===== src/rtl/uart_mem_loader.sv =====
// uart_mem_loader: turns demux channel writes into a load pointer, a byte FIFO, and a req/ack memory write port.
// Latency: a data byte strobed into an empty FIFO in cycle N raises mem_req in cycle N+2; one idle cycle between requests.
// Backpressure: mem_req holds until mem_ack; data bytes arriving while the FIFO is full are dropped and flag overflow.
// Optional checksum guard compiled in with `define UART_LOADER_CKSUM_GUARD_EN.
module uart_mem_loader #(
  parameter int ADDR_W     = 22,
  parameter int FIFO_DEPTH = 4
) (
  input  logic              clk,
  input  logic              RESET_N,
  input  logic [7:0]        in_addr,
  input  logic [7:0]        in_data,
  input  logic              in_write,
  input  logic              in_cksum_err,
  output logic [ADDR_W-1:0] mem_addr,
  output logic [7:0]        mem_wdata,
  output logic              mem_req,
  input  logic              mem_ack,
  output logic              hold_reset,
  output logic              overflow,
  output logic              busy
);

  localparam int PTR_W = (FIFO_DEPTH > 1) ? $clog2(FIFO_DEPTH) : 1;
  localparam int CNT_W = PTR_W + 1;
  localparam int ENT_W = ADDR_W + 8;
  localparam logic [CNT_W-1:0] DEPTH_C = CNT_W'(FIFO_DEPTH);

  typedef enum logic {
    S_IDLE = 1'b0,
    S_REQ  = 1'b1
  } state_t;

  // FIFO storage: each entry is {target address, data byte}
  logic [ENT_W-1:0] fifo_q [FIFO_DEPTH];
  logic [ENT_W-1:0] fifo_d [FIFO_DEPTH];
  logic [PTR_W-1:0] wr_ptr_q, wr_ptr_d;
  logic [PTR_W-1:0] rd_ptr_q, rd_ptr_d;
  logic [CNT_W-1:0] cnt_q, cnt_d;
  logic             fifo_full;
  logic             fifo_empty;
  logic             push;
  logic             pop;
  logic [ENT_W-1:0] head_dat;

  // Loader state
  logic [ADDR_W-1:0] ptr_q, ptr_d;
  logic              hold_reset_q, hold_reset_d;
  logic              overflow_q, overflow_d;
  logic              guard_blk;

  // Drain side
  state_t            state_q, state_d;
  logic              mem_req_q, mem_req_d;
  logic [ADDR_W-1:0] mem_addr_q, mem_addr_d;
  logic [7:0]        mem_wdata_q, mem_wdata_d;
  logic              busy_q, busy_d;

`ifdef UART_LOADER_CKSUM_GUARD_EN
  logic cksum_q, cksum_d;
  logic guard_q, guard_d;
  assign guard_blk = guard_q;
`else
  // Checksum flag is intentionally unused when the guard is not built.
  logic unused_cksum;
  assign unused_cksum = in_cksum_err;
  assign guard_blk    = 1'b0;
`endif

  // Full/empty always come from the registered count at the start of the cycle.
  assign fifo_full  = (cnt_q == DEPTH_C);
  assign fifo_empty = (cnt_q == '0);
  assign head_dat   = fifo_q[rd_ptr_q];

  // Channel decode: pointer shift, data push/drop, control byte, checksum guard.
  always_comb begin
    ptr_d        = ptr_q;
    hold_reset_d = hold_reset_q;
    overflow_d   = overflow_q;
    push         = 1'b0;
`ifdef UART_LOADER_CKSUM_GUARD_EN
    guard_d      = guard_q;
    cksum_d      = in_cksum_err;
`endif
    if (in_write) begin
      case (in_addr)
        8'h00: begin
          // MSB byte first; bits shifted past ADDR_W fall off the top.
          ptr_d = {ptr_q[ADDR_W-9:0], in_data};
        end
        8'h01: begin
          // While guarded, data bytes vanish without flagging overflow.
          if (!guard_blk) begin
            if (!fifo_full) begin
              push  = 1'b1;
              ptr_d = ptr_q + ADDR_W'(1);
            end else begin
              overflow_d = 1'b1;
            end
          end
        end
        8'h02: begin
          hold_reset_d = in_data[0];
          if (in_data[7]) begin
            overflow_d = 1'b0;
`ifdef UART_LOADER_CKSUM_GUARD_EN
            guard_d    = 1'b0;
`endif
          end
        end
        default: begin
        end
      endcase
    end
`ifdef UART_LOADER_CKSUM_GUARD_EN
    // A fresh checksum error wins over a same-cycle control write.
    if (in_cksum_err && !cksum_q) begin
      hold_reset_d = 1'b1;
      guard_d      = 1'b1;
    end
`endif
  end

  // FIFO next state: write at tail on push, advance head on pop, track count.
  always_comb begin
    fifo_d   = fifo_q;
    wr_ptr_d = wr_ptr_q;
    rd_ptr_d = rd_ptr_q;
    cnt_d    = cnt_q;
    if (push) begin
      fifo_d[wr_ptr_q] = {ptr_q, in_data};
      wr_ptr_d         = wr_ptr_q + PTR_W'(1);
    end
    if (pop) begin
      rd_ptr_d = rd_ptr_q + PTR_W'(1);
    end
    case ({push, pop})
      2'b10:   cnt_d = cnt_q + CNT_W'(1);
      2'b01:   cnt_d = cnt_q - CNT_W'(1);
      default: cnt_d = cnt_q;
    endcase
  end

  // Drain FSM: present the head entry, hold it until acked, then pop and idle a cycle.
  always_comb begin
    state_d     = state_q;
    mem_req_d   = mem_req_q;
    mem_addr_d  = mem_addr_q;
    mem_wdata_d = mem_wdata_q;
    pop         = 1'b0;
    case (state_q)
      S_IDLE: begin
        if (!fifo_empty) begin
          mem_addr_d  = head_dat[ENT_W-1:8];
          mem_wdata_d = head_dat[7:0];
          mem_req_d   = 1'b1;
          state_d     = S_REQ;
        end
      end
      S_REQ: begin
        if (mem_ack) begin
          pop       = 1'b1;
          mem_req_d = 1'b0;
          state_d   = S_IDLE;
        end
      end
      default: begin
        mem_req_d = 1'b0;
        state_d   = S_IDLE;
      end
    endcase
    busy_d = (cnt_d != '0) | mem_req_d;
  end

  // Loader, FIFO and drain registers.
  always_ff @(posedge clk or negedge RESET_N) begin
    if (!RESET_N) begin
      for (int i = 0; i < FIFO_DEPTH; i++) begin
        fifo_q[i] <= '0;
      end
      wr_ptr_q     <= '0;
      rd_ptr_q     <= '0;
      cnt_q        <= '0;
      ptr_q        <= '0;
      hold_reset_q <= 1'b0;
      overflow_q   <= 1'b0;
      state_q      <= S_IDLE;
      mem_req_q    <= 1'b0;
      mem_addr_q   <= '0;
      mem_wdata_q  <= '0;
      busy_q       <= 1'b0;
    end else begin
      fifo_q       <= fifo_d;
      wr_ptr_q     <= wr_ptr_d;
      rd_ptr_q     <= rd_ptr_d;
      cnt_q        <= cnt_d;
      ptr_q        <= ptr_d;
      hold_reset_q <= hold_reset_d;
      overflow_q   <= overflow_d;
      state_q      <= state_d;
      mem_req_q    <= mem_req_d;
      mem_addr_q   <= mem_addr_d;
      mem_wdata_q  <= mem_wdata_d;
      busy_q       <= busy_d;
    end
  end

`ifdef UART_LOADER_CKSUM_GUARD_EN
  // Checksum edge detector and guard flag.
  always_ff @(posedge clk or negedge RESET_N) begin
    if (!RESET_N) begin
      cksum_q <= 1'b0;
      guard_q <= 1'b0;
    end else begin
      cksum_q <= cksum_d;
      guard_q <= guard_d;
    end
  end
`endif

  assign mem_addr   = mem_addr_q;
  assign mem_wdata  = mem_wdata_q;
  assign mem_req    = mem_req_q;
  assign hold_reset = hold_reset_q;
  assign overflow   = overflow_q;
  assign busy       = busy_q;

endmodule


===== config.mk =====
export PLATFORM = sky130hd
export DESIGN_NAME = uart_mem_loader
export DESIGN_NICKNAME = d
export VERILOG_FILES = /design/src/rtl/uart_mem_loader.sv
export SDC_FILE = /design/constraint.sdc
export NUM_CORES = 1
export LEC_CHECK = 0
export ABC_AREA = 1
export BUFFER_PORTS_ARGS = -buffer_cell sky130_fd_sc_hd__buf_4
export CAP_MARGIN = 0
export CORE_UTILIZATION = 30
export DETAILED_ROUTE_END_ITERATION = 10
export PLACE_DENSITY_LB_ADDON = 0.3
export SETUP_SLACK_MARGIN = 0.4
export SYNTH_ARGS = -nofsm -noshare
export SYNTH_HDL_FRONTEND = slang
export SYNTH_SLANG_ARGS = --single-unit

===== constraint.sdc =====
create_clock -name clk -period 2.1 [get_ports clk]
set_input_delay 0.105 -clock clk [delete_from_list [all_inputs] [get_ports clk]]
set_output_delay 0.105 -clock clk [all_outputs]
set_load 0.02 [all_outputs]

==> metrics.md, run 1 <==
| Metric | Value |
|---|---|
| Ys flop type | dfrtp_1 |
| Status | completed |
| Fin worst setup slack | 272 ps |
| Clock-pin slew on the worst setup and hold paths | around 70 ps |
| Final TNS setup | 0 ps |
| Slew Limit Fails | 0 |
| Die area | 29700 sq um |
| CTS max path bufs | 2 |
| Max_slew headroom | 0.653 |
| #FFs+latches synth | roughly 180 |
| Cell Area, Synth | 8700 sq um |
| Vias in the first global route | 6610 |
| Vias per inst | 4.69 |
| Syn_nets | approximately 1100 |
| Cts bufs inserted | 17 |
| Via count | between 6000 and 7000 |
| Fillers | about 2900 |
| CTS tree | built |
| Area share of the largest cell type after synthesis | 0.529 |
| Top cells by area, synth | dfrtp_1 (53%), nand2_1 (10%), nor2_1 (8.0%), o21ai_1 (6.3%), o21ai_0 (4.9%) |
| Final setup skew | 17.3 ps |
| CTS sink count | ~180 |
| H-Tree Level Count | 4 |
| Chip width | between 150 and 200 microns |
| Avg Inst Size Synth | 8.38 sq um |
| Tightest Pin Transition | around 520 ps |
| Post-synth top cells | nand2_1 (231), nor2_1 (186), dfrtp_1 (184), o21ai_1 (109), o21ai_0 (85) |
| Drt total wl | 21.5 mm |
| Mean routed wirelength per cell | about 15 microns |
| Final total power | around 11 mW |
| Setup crit start kind | register |
| Worst Setup End Kind | register |
| Ports | 55 |
| Cell variety after synth | 30 |
| Port Buf Inserts | 53 |
| Period utilization | 0.870 |
| Post-route antenna net violation count | 0 |
| Die H | 172 microns |
| Ys async rst share | 1.00 |
| Post-synth EDFFs | 0 |
| # rows | 61 |
| Worst EP required | around 2400 ps |
| GR Overflow Total | 0 |
| Hpwl dp | 13.6 mm |
| Critical-path maximum fanout | 3 |
| Crit Path Category | register to register |
| Setup violators final | 0 |
| WP data arrival | ~2200 ps |
| Count leader, synth | nand2_1 |
| Unrepaired setup endpoints after global routing | yes |
| Share of cells above drive strength 1 | 0.145 |
| Layout net count | 1115 |
| Synth warn | 0 |
| Pin count of the biggest net entering global routing | 61 |
| Period minus WS final | roughly 1800 ps |
| Global placement routability congestion | approximately 0.82 |
| First-pass GRT wire length | ~36 mm |
| Reg-to-reg slack, setup | approximately 270 ps |
| Initial DRC Count | around 460 |
| Total track usage | 0.156 |
| Sequential share of the synthesized area | 0.529 |
| Synth Instances | 1039 |
| TritonRoute pass-1 iters | 4 |
| ANT cells | 0 |
| Area growth, synth to finish | 15.9% |
| Hold slack final | between 30 and 40 ps |
| Final Hold Vio Count | 0 |
| Worst min-delay path class | primary input to register |
| Leakage Power | ~4.5 nW |
| Peak VDD IR | between 700 and 800 uV |
| Maximum clock frequency | between 0.5 and 0.6 GHz |
| Starting Density | 0.309 |
| Dpl ws | between 150 and 200 ps |
| Initial antenna violation count | 0 |
| Synth area leader | dfrtp_1 |
| Max Cap Violations | 0 |
| Insertion delay to the later sink of the worst-skew pair | 430 ps |
| Core Region | about 28000 sq um |
| Clock Root Buffer | clkbuf_16 |
| PD cells | between 1000 and 1500 nW/um^2 |
| DRC violations left | 0 |
## layer usage
layer | GRT usage | vias to the layer above | wire, microns
met1 | 0.217 | 3311 | 10500
li1 | - | 3478 | -
met5 | 0 | - | 0
met4 | 0.0427 | 0 | 173
met3 | 0.0293 | 10 | 857
met2 | 0.245 | 128 | 9890
## layout make-up
class | count | area [sq um] | area share
clock buffer | 19 | 443 | 0.0439
clock inverter | 11 | 125 | 0.0124
inverter | 59 | 226 | 0.0224
multi-input combinational | 738 | 3510 | 0.348
sequential | 184 | 4610 | 0.456
tap | 378 | 473 | 0.0469
timing repair buffer | 87 | 707 | 0.0700
## final timing paths
path | endpoint | depth (start not counted) | startpoint
worst max-delay path | busy | 11 | cnt_q[1]
max in group asynchronous | fifo_q[11] | 3 | RESET_N
worst min register to register | fifo_q[25] | 2 | fifo_q[25]
min in group asynchronous | fifo_q[83] | 2 | RESET_N
worst max register to register | busy | 11 | cnt_q[1]
worst min-delay path | fifo_q[1] | 3 | in_data[1]
## layout by cell type, fill, tap and decap left out, types with 2 or more instances in the layout
cell type and instances:
nor2_2 5, dfrtp_2 2, buf_6 2, inv_2 6, clkbuf_16 17, nand3_1 32
inv_1 51, a31oi_1 30, a21oi_1 13, buf_12 2, buf_4 78, nor3_1 2
o21ai_2 11, clkbuf_8 2, clkinv_4 2, xor2_1 6, xnor2_1 2, o211ai_1 2
inv_6 2, dfrtp_1 182, dlygate4sd3_1 3, nand2_2 3, nand4_1 2, nand3_4 6
clkinvlp_4 2, o21ai_1 111, clkinv_2 3, inv_4 2, nor2_4 4, nor2_1 183
o21ai_0 83, bufinv_16 2, ha_1 5, nor3_2 2, nand2_1 230
## cells by family (layout without fill, tap and decap cells)
group | after synthesis | in the layout | synth area share
adder cells (fa/ha/maj) | 7 | 7 | 0.0109
AO/OA/AOI/OAI | 251 | 251 | 0.154
buffers and inverters | 117 | 176 | 0.0756
flip-flops | 184 | 184 | 0.529
AND/OR/NAND/NOR | 472 | 472 | 0.223
XOR/XNOR | 8 | 8 | 0.00805
## repair_timing
item	in CTS	in global routing
resized for setup	4	14
hold buffers	3	0
gates cloned	0	0
setup buffers	5	3
pin swaps	1	5
endpoints found under the hold margin	47	0
setup endpoints to repair	90	63
## where the power goes
part           switching [mW]  internal, mW  leakage [nW]
sequential              0.319          4.01          2.43
clock                    1.35          1.78         0.275
combinational            2.41          1.42          1.76
total                    4.08          7.21          4.46
## state kept, by name, summed over array words and instances (netlist names)
register    cells
fifo_q        120
mem_addr       22
ptr_q          22
mem_wdata       8
cnt_q           3
rd_ptr_q        2
wr_ptr_q        2
busy            1
hold_reset      1
mem_req         1
overflow        1
state_q         1
## critical path, cell delays in order (launching register included)
cell,delay [ps]
dfrtp_1,390
inv_2,80
nand3_4,100
nand3_4,100
ha_4,130
inv_4,40
fa_2,360
a21oi_2,130
o21ai_1,80
xnor2_1,150
nor2_1,110
nand2_1,60
## per-stage QoR
step,instance area [sq um],util,instances
after detailed placement,9370,0.333,1435
final,10100,0.358,1476
after global placement,9370,0.333,1435
after floorplan,8720,-,1039
after global routing,10100,0.358,1476
after CTS,10000,0.356,1473
(Power assumes the default switching activity.)
==> run 2: changes to the inputs <==
--- a/config.mk
+++ b/config.mk
@@ -6,11 +6,12 @@
 export NUM_CORES = 1
 export LEC_CHECK = 0
 export ABC_AREA = 1
-export BUFFER_PORTS_ARGS = -buffer_cell sky130_fd_sc_hd__buf_4
 export CAP_MARGIN = 0
+export CORE_ASPECT_RATIO = 0.6
 export CORE_UTILIZATION = 30
 export DETAILED_ROUTE_END_ITERATION = 10
-export PLACE_DENSITY_LB_ADDON = 0.3
+export DONT_BUFFER_PORTS = 1
+export PLACE_DENSITY_LB_ADDON = 0.25
 export SETUP_SLACK_MARGIN = 0.4
 export SYNTH_ARGS = -nofsm -noshare
 export SYNTH_HDL_FRONTEND = slang
==> metrics.md, run 2 (synthesized netlist as in run 1, its figures left out) <==
| Metric | Value |
|---|---|
| Status | complete, but fails checks |
| Failing checks | negative hold slack |
| Final TNS setup | 0 ps |
| Global placement routability congestion | approximately 0.81 |
| DRC violations left | 0 |
| Vias per inst | 4.81 |
| GR Overflow Total | 0 |
| Worst min-delay path class | primary input to asynchronous set/reset pin |
| Leakage Power | 4.24 nW |
| Initial antenna violation count | 0 |
| Setup crit start kind | register |
| WP data arrival | 2200 ps |
| Initial DRC Count | ~640 |
| Final Hold Vio Count | roughly 180 |
| Core Region | 28100 sq um |
| Max_slew headroom | 0.527 |
| PD cells | 1130 nW/um^2 |
| Most frequent cells in the layout | nand2_1 (230), dfrtp_1 (183), nor2_1 (182) |
| Dpl cell area | slightly below 9000 sq um |
| Pin count of the biggest net entering global routing | between 150 and 200 |
| FF-to-FF path depth | 11 |
| Via count | between 6000 and 7000 |
| Starting Density | 0.310 |
| Setup violators final | 0 |
| Crit Path Category | register to register |
| Peak VDD IR | between 500 and 600 uV |
| H-Tree Level Count | 4 |
| Biggest register | fifo_q |
| TritonRoute pass-1 iters | 5 |
| Chip width | 222 microns |
| Die area | a little under 30000 sq um |
| Die H | around 130 microns |
| Mean routed wirelength per cell | 16.5 microns |
| Worst Setup End Kind | register |
| Cts bufs inserted | 17 |
| Slew Limit Fails | 0 |
| Unrepaired setup endpoints after global routing | yes |
| Worst EP required | approximately 2400 ps |
| Critical-path maximum fanout | 3 |
| Final setup skew | approximately 9.6 ps |
| CTS sink count | between 150 and 200 |
| Post-route antenna net violation count | 0 |
| Port Buf Inserts | 0 |
| Layout net count | 1066 |
| Period minus WS final | 1860 ps |
| ANT cells | 0 |
| Vias in the first global route | roughly 6500 |
| Hpwl dp | approximately 15 mm |
| Insertion delay to the later sink of the worst-skew pair | 450 ps |
| Largest register FFs | 120 |
| Drt total wl | about 23 mm |
| Area growth, synth to finish | 12.2% |
| Ports | 55 |
| CTS max path bufs | 2 |
| Total track usage | 0.167 |
| Period utilization | 0.887 |
| Maximum clock frequency | approximately 0.54 GHz |
| CTS tree | built |
| Post-CTS Hold Buffers | 9 |
| # rows | between 40 and 50 |
| Share of cells above drive strength 1 | 0.0999 |
| Post-layout util | 0.348 |
| Most common cell after layout, fill and taps aside | nand2_1 |
| Clock Root Buffer | clkbuf_16 |
| Tightest Pin Transition | 707 ps |
| Max Cap Violations | 0 |
| Clock-pin slew on the worst setup and hold paths | 70 ps |
| Post-route cell area | slightly below 10000 sq um |
| Hold slack final | -649 ps |
| First-pass GRT wire length | about 38 mm |
run 2: what timing repair did:
item                                   4_1_cts  5_1_grt
setup endpoints to repair                   64       64
pin swaps                                    0        7
endpoints found under the hold margin      224      184
setup buffers                                5        5
gates resized for setup                      2       22
run 2: worst paths after layout:
| path | startpoint | to | slack (ps) |
|---|---|---|---|
| max | cnt_q[0] | busy | 240 |
| min reg2reg | fifo_q[23] | fifo_q[23] | 480 |
| max in group asynchronous | RESET_N | rd_ptr_q[0] | 2490 |
| min in group clk | in_write | cnt_q[1] | 10 |
| min | RESET_N | mem_wdata[2] | -650 |
| max reg2reg | cnt_q[0] | busy | 240 |
run 2: routing by layer:
layer | up-vias | track usage | wire, microns
met1 | 3298 | 0.256 | 12900
li1 | 3389 | - | -
met2 | 109 | 0.222 | 8950
met3 | 22 | 0.0462 | 1230
met4 | 0 | 0.0521 | 303
met5 | - | 0 | 0
run 2: cell type report:
type | instances | area (sq um)
tap | 367 | 459
clock buffer | 21 | 460
inverter | 59 | 226
clock inverter | 11 | 121
multi-input combinational | 738 | 3510
sequential | 184 | 4610
timing repair buffer | 38 | 378
fill | 2916 | 18300
run 2: worst max-delay path, stage by stage (launching register included):
cell and delay [ps]:
dfrtp_1 390, inv_2 90, nand3_4 90, nand3_4 90
ha_4 130, inv_4 40, fa_2 380, a21oi_2 160
o21ai_2 80, xnor2_1 140, nor2_1 110, nand2_1 50
run 2: power by group:
part           internal (mW)  switching [mW]  leakage [nW]
clock                   1.82            1.42         0.284
combinational           1.08            1.88          1.53
sequential              4.01           0.831          2.43
total                   6.91            4.13          4.24
run 2: metrics by stage:
stage / setup WS (ps) / instances / power [mW]
CTS: 292 / 1413 / 11.1
finish: 238 / 1418 / 11.0
floorplan: 374 / 1039 / 6.70
detailed placement: 242 / 1367 / 7.70
global route: 129 / 1418 / 11.8
global placement: 242 / 1367 / 7.68
